--- src/rtl/if_prefetch_unit.sv ---
// Instruction-fetch stage: pipelined IM requests feed a DEPTH-entry
// prefetch queue toward ID, with redirect flush and stale-response drop.
module if_prefetch_unit #(
  parameter int                    ADDR_WIDTH   = 32,
  parameter logic [ADDR_WIDTH-1:0] RESET_VECTOR = 32'hBFC00000,
  parameter int                    DEPTH        = 4
) (
  input  logic                         CLOCK,
  input  logic                         RESET,
  input  logic                         STALL,
  input  logic [ADDR_WIDTH-1:0]        AltPC_IN,
  input  logic                         AltPCEnable_IN,
  input  logic [ADDR_WIDTH-1:0]        JumpReg_IN,
  input  logic                         JumpRegEnable_IN,
  output logic                         IM_Req_OUT,
  output logic [ADDR_WIDTH-1:0]        IM_Addr_OUT,
  input  logic                         IM_Gnt_IN,
  input  logic                         IM_RValid_IN,
  input  logic [31:0]                  IM_RData_IN,
  output logic                         ID_Valid_OUT,
  output logic [31:0]                  ID_Instr_OUT,
  output logic [ADDR_WIDTH-1:0]        ID_PC_OUT,
  output logic [ADDR_WIDTH-1:0]        ID_PCPlus4_OUT,
  output logic [$clog2(DEPTH+1)-1:0]   Occupancy_OUT
);

  localparam int PW = $clog2(DEPTH);
  localparam int CW = $clog2(DEPTH+1);
  localparam logic [CW:0]           L_DEPTH = (CW+1)'(DEPTH);
  localparam logic [ADDR_WIDTH-1:0] L_FOUR  = ADDR_WIDTH'(4);
  localparam logic [ADDR_WIDTH-1:0] L_ALIGN = ~ADDR_WIDTH'(3);

  logic [31:0]           r_q_instr [DEPTH];
  logic [ADDR_WIDTH-1:0] r_q_pc    [DEPTH];
  logic [PW-1:0]         r_head;
  logic [PW-1:0]         r_tail;
  logic [CW-1:0]         r_count;
  logic [CW-1:0]         r_inflight;
  logic [CW-1:0]         r_drop;
  logic [ADDR_WIDTH-1:0] r_fetch_pc;
  logic [ADDR_WIDTH-1:0] r_resp_pc;

  logic                  w_redirect;
  logic [ADDR_WIDTH-1:0] w_target;
  logic [CW:0]           w_credit_sum;
  logic                  w_req;
  logic                  w_grant;
  logic                  w_rsp;
  logic                  w_pop;
  logic                  w_push;
  logic                  w_drop_hit;

  assign w_redirect   = JumpRegEnable_IN | AltPCEnable_IN;
  assign w_target     = (JumpRegEnable_IN ? JumpReg_IN : AltPC_IN) & L_ALIGN;
  assign w_credit_sum = {1'b0, r_count} + {1'b0, r_inflight};
  assign w_req        = !RESET && !w_redirect && (w_credit_sum < L_DEPTH);
  assign w_grant      = w_req && IM_Gnt_IN;
  // Responses with nothing outstanding are spurious and ignored
  assign w_rsp        = IM_RValid_IN && (r_inflight != '0);
  assign w_drop_hit   = w_rsp && (r_drop != '0);
  assign w_push       = w_rsp && (r_drop == '0) && !w_redirect;
  assign w_pop        = (r_count != '0) && !STALL;

  assign IM_Req_OUT     = w_req;
  assign IM_Addr_OUT    = r_fetch_pc;
  assign ID_Valid_OUT   = (r_count != '0);
  assign ID_Instr_OUT   = (r_count != '0) ? r_q_instr[r_head] : 32'h0;
  assign ID_PC_OUT      = r_q_pc[r_head];
  assign ID_PCPlus4_OUT = r_q_pc[r_head] + L_FOUR;
  assign Occupancy_OUT  = r_count;

  always_ff @(posedge CLOCK) begin
    if (RESET) begin
      r_head     <= '0;
      r_tail     <= '0;
      r_count    <= '0;
      r_inflight <= '0;
      r_drop     <= '0;
      r_fetch_pc <= RESET_VECTOR;
      r_resp_pc  <= RESET_VECTOR;
    end else begin
      r_inflight <= r_inflight + CW'(w_grant) - CW'(w_rsp);
      if (w_redirect) begin
        // Everything still outstanding belongs to the old path
        r_fetch_pc <= w_target;
        r_resp_pc  <= w_target;
        r_head     <= '0;
        r_tail     <= '0;
        r_count    <= '0;
        r_drop     <= r_inflight - CW'(w_rsp);
      end else begin
        if (w_grant) begin
          r_fetch_pc <= r_fetch_pc + L_FOUR;
        end
        if (w_drop_hit) begin
          r_drop <= r_drop - CW'(1);
        end
        if (w_push) begin
          r_q_instr[r_tail] <= IM_RData_IN;
          r_q_pc[r_tail]    <= r_resp_pc;
          r_tail            <= r_tail + PW'(1);
          r_resp_pc         <= r_resp_pc + L_FOUR;
        end
        if (w_pop) begin
          r_head <= r_head + PW'(1);
        end
        r_count <= r_count + CW'(w_push) - CW'(w_pop);
      end
    end
  end

endmodule

--- config.mk ---
export PLATFORM = sky130hd
export DESIGN_NAME = if_prefetch_unit
export DESIGN_NICKNAME = d
export VERILOG_FILES = /design/src/rtl/if_prefetch_unit.sv
export SDC_FILE = /design/constraint.sdc
export NUM_CORES = 1
export LEC_CHECK = 0
export CORE_MARGIN = 2
export CORE_UTILIZATION = 58
export CTS_CLUSTER_DIAMETER = 80
export DETAILED_ROUTE_END_ITERATION = 10
export PLACE_DENSITY = 0.88
export SLEW_MARGIN = 20
export SYNTH_ARGS = -nofsm -noshare
export SYNTH_HDL_FRONTEND = slang
export SYNTH_SLANG_ARGS = --single-unit
--- constraint.sdc ---
create_clock -name CLOCK -period 8.3 [get_ports CLOCK]
set_input_delay 1.66 -clock CLOCK [delete_from_list [all_inputs] [get_ports CLOCK]]
set_output_delay 1.66 -clock CLOCK [all_outputs]
set_load 0.03 [all_outputs]
==> impl_results.html <==
<table>
<tr><th>Metric</th><th>Value</th></tr>
<tr><th colspan="2">Status</th></tr>
<tr><td>Status</td><td>finished clean</td></tr>
<tr><th colspan="2">STA</th></tr>
<tr><td>RSZ-0062 raised after global routing</td><td>no</td></tr>
<tr><td>Final Skew</td><td>24.4 ps</td></tr>
<tr><td>Slew at the pin closest to its max-slew limit</td><td>1030 ps</td></tr>
<tr><td>Endpoints failing setup</td><td>0</td></tr>
<tr><td>Post-layout minimum cycle time</td><td>6270 ps</td></tr>
<tr><td>Final sum of negative setup slack</td><td>0 ps</td></tr>
<tr><td>Final count of pins violating max slew</td><td>0</td></tr>
<tr><td>Max-slew headroom at the worst pin</td><td>31.2%</td></tr>
<tr><td>Final clock period utilization by the worst path</td><td>75.5%</td></tr>
<tr><td>Fmax</td><td>0.160 GHz</td></tr>
<tr><td>Number of failing hold endpoints at the final stage</td><td>0</td></tr>
<tr><th colspan="2">GRT</th></tr>
<tr><td>GR Util met1</td><td>37.6%</td></tr>
<tr><td>Number of global-route vias before repair</td><td>9943</td></tr>
<tr><td>Global-route wire length before repair</td><td>55700 um</td></tr>
<tr><td>Initial antenna violation count</td><td>0</td></tr>
<tr><td>Routing usage on met2</td><td>47.3%</td></tr>
<tr><td>Total global-route track usage</td><td>27.5%</td></tr>
<tr><td>Met3 demand-to-capacity share in global routing</td><td>4.13%</td></tr>
<tr><td>Pin count of the biggest net entering global routing</td><td>51</td></tr>
<tr><td>Routing layer with the top usage in global route</td><td>met2</td></tr>
<tr><td>Gr ovfl total</td><td>0</td></tr>
<tr><th colspan="2">Finish</th></tr>
<tr><td>Non-filler cells, final</td><td>1620</td></tr>
<tr><td>FF+latch area</td><td>0.00895 mm^2</td></tr>
<tr><td>Area occupied by multi-input gates</td><td>0.00504 mm^2</td></tr>
<tr><td>Number of antenna repair diodes</td><td>0</td></tr>
<tr><td>Area delta synth-&gt;final</td><td>24.3%</td></tr>
<tr><td>Fin util</td><td>73.3%</td></tr>
<tr><td>Final non-filler cell area</td><td>0.0178 mm^2</td></tr>
<tr><td>Share of post-route cells with drive strength above 1</td><td>10.4%</td></tr>
<tr><td>Fill cell count</td><td>1569</td></tr>
<tr><td>NumNets Final</td><td>1393</td></tr>
<tr><th colspan="2">Setup path</th></tr>
<tr><td>Max FO, Critical Path</td><td>38</td></tr>
<tr><td>Worst EP arrival</td><td>4610 ps</td></tr>
<tr><td>Reg2Reg Setup Slack</td><td>4970 ps</td></tr>
<tr><td>Cell chain of the critical path</td><td>buf_4 &gt; mux4_1 &gt; and4_4 &gt; and3_1 &gt; nand4_1 &gt; nor2_1 &gt; xor2_1 &gt; clkdlybuf4s50_1</td></tr>
<tr><td>Worst stage delay on the critical path</td><td>870 ps</td></tr>
<tr><td>WS Path Type</td><td>register to output port</td></tr>
<tr><td>Length in cells of the worst reg-to-reg path</td><td>6</td></tr>
<tr><td>Required time at the endpoint of the critical path</td><td>6640 ps</td></tr>
<tr><td>Category of the worst setup path capture point</td><td>output port</td></tr>
<tr><td>Slowest stage cell, crit path</td><td>sky130_fd_sc_hd__dfxtp_4</td></tr>
<tr><td>Crit path launch type</td><td>register</td></tr>
<tr><th colspan="2">Floorplan</th></tr>
<tr><td>Area of the placeable core</td><td>0.0243 mm^2</td></tr>
<tr><td>Floorplan row count</td><td>57</td></tr>
<tr><td>Number of I/O pins</td><td>236</td></tr>
<tr><td>Die X-Extent</td><td>161 um</td></tr>
<tr><td>Die footprint</td><td>0.0260 mm^2</td></tr>
<tr><td>DIE HEIGHT</td><td>161 um</td></tr>
<tr><td>Effective utilization at floorplan</td><td>59.0%</td></tr>
<tr><th colspan="2">Clocking</th></tr>
<tr><td>Maximum level of the CTS H-tree</td><td>1</td></tr>
<tr><td>Buffers inserted by post-CTS timing repair</td><td>0</td></tr>
<tr><td>Clock latency on the worst-skew pair</td><td>560 ps</td></tr>
<tr><td>Cts hold-fix bufs</td><td>0</td></tr>
<tr><td>Clock root buffer</td><td>sky130_fd_sc_hd__clkbuf_16</td></tr>
<tr><td>TritonCTS clock tree</td><td>done</td></tr>
<tr><td>Clock-pin slew of the registers on the worst-case setup and hold paths</td><td>60 ps</td></tr>
<tr><td>Number of buffers created by CTS</td><td>31</td></tr>
<tr><td>Resized cells post-CTS</td><td>0</td></tr>
<tr><td>Clock Tree Buf Depth</td><td>3</td></tr>
<tr><td>Clk sink count</td><td>323</td></tr>
<tr><th colspan="2">Placed design</th></tr>
<tr><td>Global placement routability congestion</td><td>0.865</td></tr>
<tr><td>Placement Cell Area</td><td>0.0168 mm^2</td></tr>
<tr><td>DPL Wire Length</td><td>23300 um</td></tr>
<tr><td>Number of buffers inserted by port buffering</td><td>225</td></tr>
<tr><td>Post-placement cell count</td><td>1562</td></tr>
<tr><th colspan="2">Pwr</th></tr>
<tr><td>Switching power</td><td>0.863 mW</td></tr>
<tr><td>Total power density per cell area</td><td>204 mW/mm^2</td></tr>
<tr><td>Power share of the clock group</td><td>38.2%</td></tr>
<tr><td>Pleak</td><td>5.85 nW</td></tr>
<tr><td>Sequential group share of total power</td><td>50.6%</td></tr>
<tr><td>Cell-internal power</td><td>2.77 mW</td></tr>
<tr><td>IR drop worst, VDD</td><td>0.150 mV</td></tr>
<tr><td>Power share of the combinational group</td><td>11.2%</td></tr>
<tr><td>Switching power as a share of total power</td><td>23.8%</td></tr>
<tr><th colspan="2">Worst hold path</th></tr>
<tr><td>Path category of the worst min-delay check</td><td>register to register</td></tr>
<tr><td>Worst hold path stage count</td><td>2</td></tr>
<tr><th colspan="2">Synthesis</th></tr>
<tr><td>Cell count after synthesis</td><td>1055</td></tr>
<tr><td>Count of flip-flops with a built-in enable after synthesis</td><td>248</td></tr>
<tr><td>Post-synth cell types</td><td>58</td></tr>
<tr><td>Async SR Flop Fraction</td><td>0%</td></tr>
<tr><td>Count of state elements after synthesis</td><td>323</td></tr>
<tr><td>Most used DFF post-synth</td><td>sky130_fd_sc_hd__edfxtp_1</td></tr>
<tr><td>Post-Syn Area</td><td>0.0143 mm^2</td></tr>
<tr><td>Average cell area after synthesis</td><td>13.6 um^2</td></tr>
<tr><td>Number of warnings printed during yosys synthesis</td><td>0</td></tr>
<tr><td>Fraction of the yosys area taken by sequential cells</td><td>62.4%</td></tr>
<tr><th colspan="2">Route</th></tr>
<tr><td>Detail-routed via count per cell</td><td>6.23</td></tr>
<tr><td>Post-detailed-route count of antenna-violating nets</td><td>0</td></tr>
<tr><td>Length of the first detailed-routing pass in iterations</td><td>6</td></tr>
<tr><td>Post-Route WL</td><td>35400 um</td></tr>
<tr><td>1st-iter DRT viols</td><td>1079</td></tr>
<tr><td>Average routed wire per standard cell</td><td>21.9 um</td></tr>
<tr><td>Drc violations</td><td>0</td></tr>
<tr><td>Routed via count</td><td>10100</td></tr>
<tr><th colspan="2">Job</th></tr>
<tr><td>Maxcap violations</td><td>0</td></tr>
</table>
==> cells in the mapped netlist (all sizes together), types with 21 or more instances <==
cell type,n,share of area (%)
mux4,62,9.8
nor3,23,0.80
nand3,46,1.6
a21oi,74,2.6
o21ai,47,1.6
edfxtp,248,52
nor2b,38,1.7
nand2,72,1.9
xnor2,31,1.9
and3,26,1.2
clkbuf,39,1.0
dfxtp,75,10
nor2,51,1.3
a22oi,22,1.2
inv,21,0.55
==> final timing paths <==
kind / startpoint / to
worst max-delay path: register / ID_PCPlus4_OUT[30]
worst min-delay path: r_tail[1]$_SDFFE_PP0P_ / r_tail[1]$_SDFFE_PP0P_
worst max register to register: r_drop[0]$_SDFFE_PP0P_ / r_q_instr[0][27]$_DFFE_PP_
worst min register to register: r_tail[1]$_SDFFE_PP0P_ / r_tail[1]$_SDFFE_PP0P_
==> final cells by class <==
cell class              instances  area share (%)
clock buffers                  45            4.82
clock inverters                13           0.814
inverters                      21           0.442
multi-input cells             657            28.3
flip-flops and latches        323            50.2
well taps                     324            2.27
repair buffers                237            13.1
==> cells in the final DEF (no fill, tap or decap), drive strengths merged, types with 14 or more instances in the layout <==
cell,count
a22o,14
nor2,51
nand4,18
inv,23
nand2,72
a21oi,74
o21ai,47
a22oi,22
mux4,62
dfxtp,75
nor3,23
a211oi,19
clkdlybuf4s50,225
ha,17
nand3,46
clkbuf,45
xnor2,31
edfxtp,248
and3,26
nor2b,38
==> state kept, by name, summed over array words and instances, names as in the netlist, named ones only <==
name           flops
IM_Addr_OUT       30
r_tail             2
r_q_instr        128
r_q_pc           120
Occupancy_OUT      3
r_inflight         3
r_drop             3
r_resp_pc         30
r_head             2
==> logic make-up (layout without fill, tap and decap cells) <==
| family | after synthesis | after routing | synth area share [%] |
|---|---|---|---|
| xor gates and xnor gates | 43 | 43 | 2.63 |
| other | 1 | 6 | 0.0262 |
| AOI/OAI and AO/OA | 225 | 225 | 9.73 |
| buffers and inverters | 80 | 316 | 2.69 |
| adders and majority gates | 19 | 19 | 1.76 |
| muxes | 62 | 62 | 9.84 |
| and+or+nand+nor | 302 | 302 | 10.9 |
| DFF | 323 | 323 | 62.4 |
==> worst max-delay path: cells and delay by family (launching register included) <==
kind / cells / cell delay, ps
multiplexers: 1 / 570
flip-flops: 1 / 870
XOR/XNOR: 1 / 170
AND/OR/NAND/NOR: 4 / 1160
buffers and inverters: 2 / 1250
==> power by group through the flow <==
stage                     clock network, mW  registers, mW  logic (mW)
after floorplan                           0           1.87       0.233
after global placement                    0           1.86       0.387
final                                  1.39           1.84       0.407
after detailed placement                  0           1.87       0.401
after global routing                   1.46           1.84       0.442
after CTS                              1.40           1.83       0.405
==> metrics by stage <==
stage | total power, mW | hold WS (ps) | setup WS, ps
floorplan | 2.11 | 458 | 3940
global placement | 2.25 | 480 | 2480
detailed placement | 2.27 | 487 | 2450
CTS | 3.64 | 496 | 1930
global route | 3.75 | 548 | 1680
finish | 3.63 | 494 | 2030
==> metal layers <==
layer | part of all wire, % | vias up
li1 | - | 4501
met1 | 40 | 4947
met2 | 50 | 585
met3 | 8.6 | 61
met4 | 2.2 | 0
met5 | 0 | -
Power figures use the tool's default switching activity.
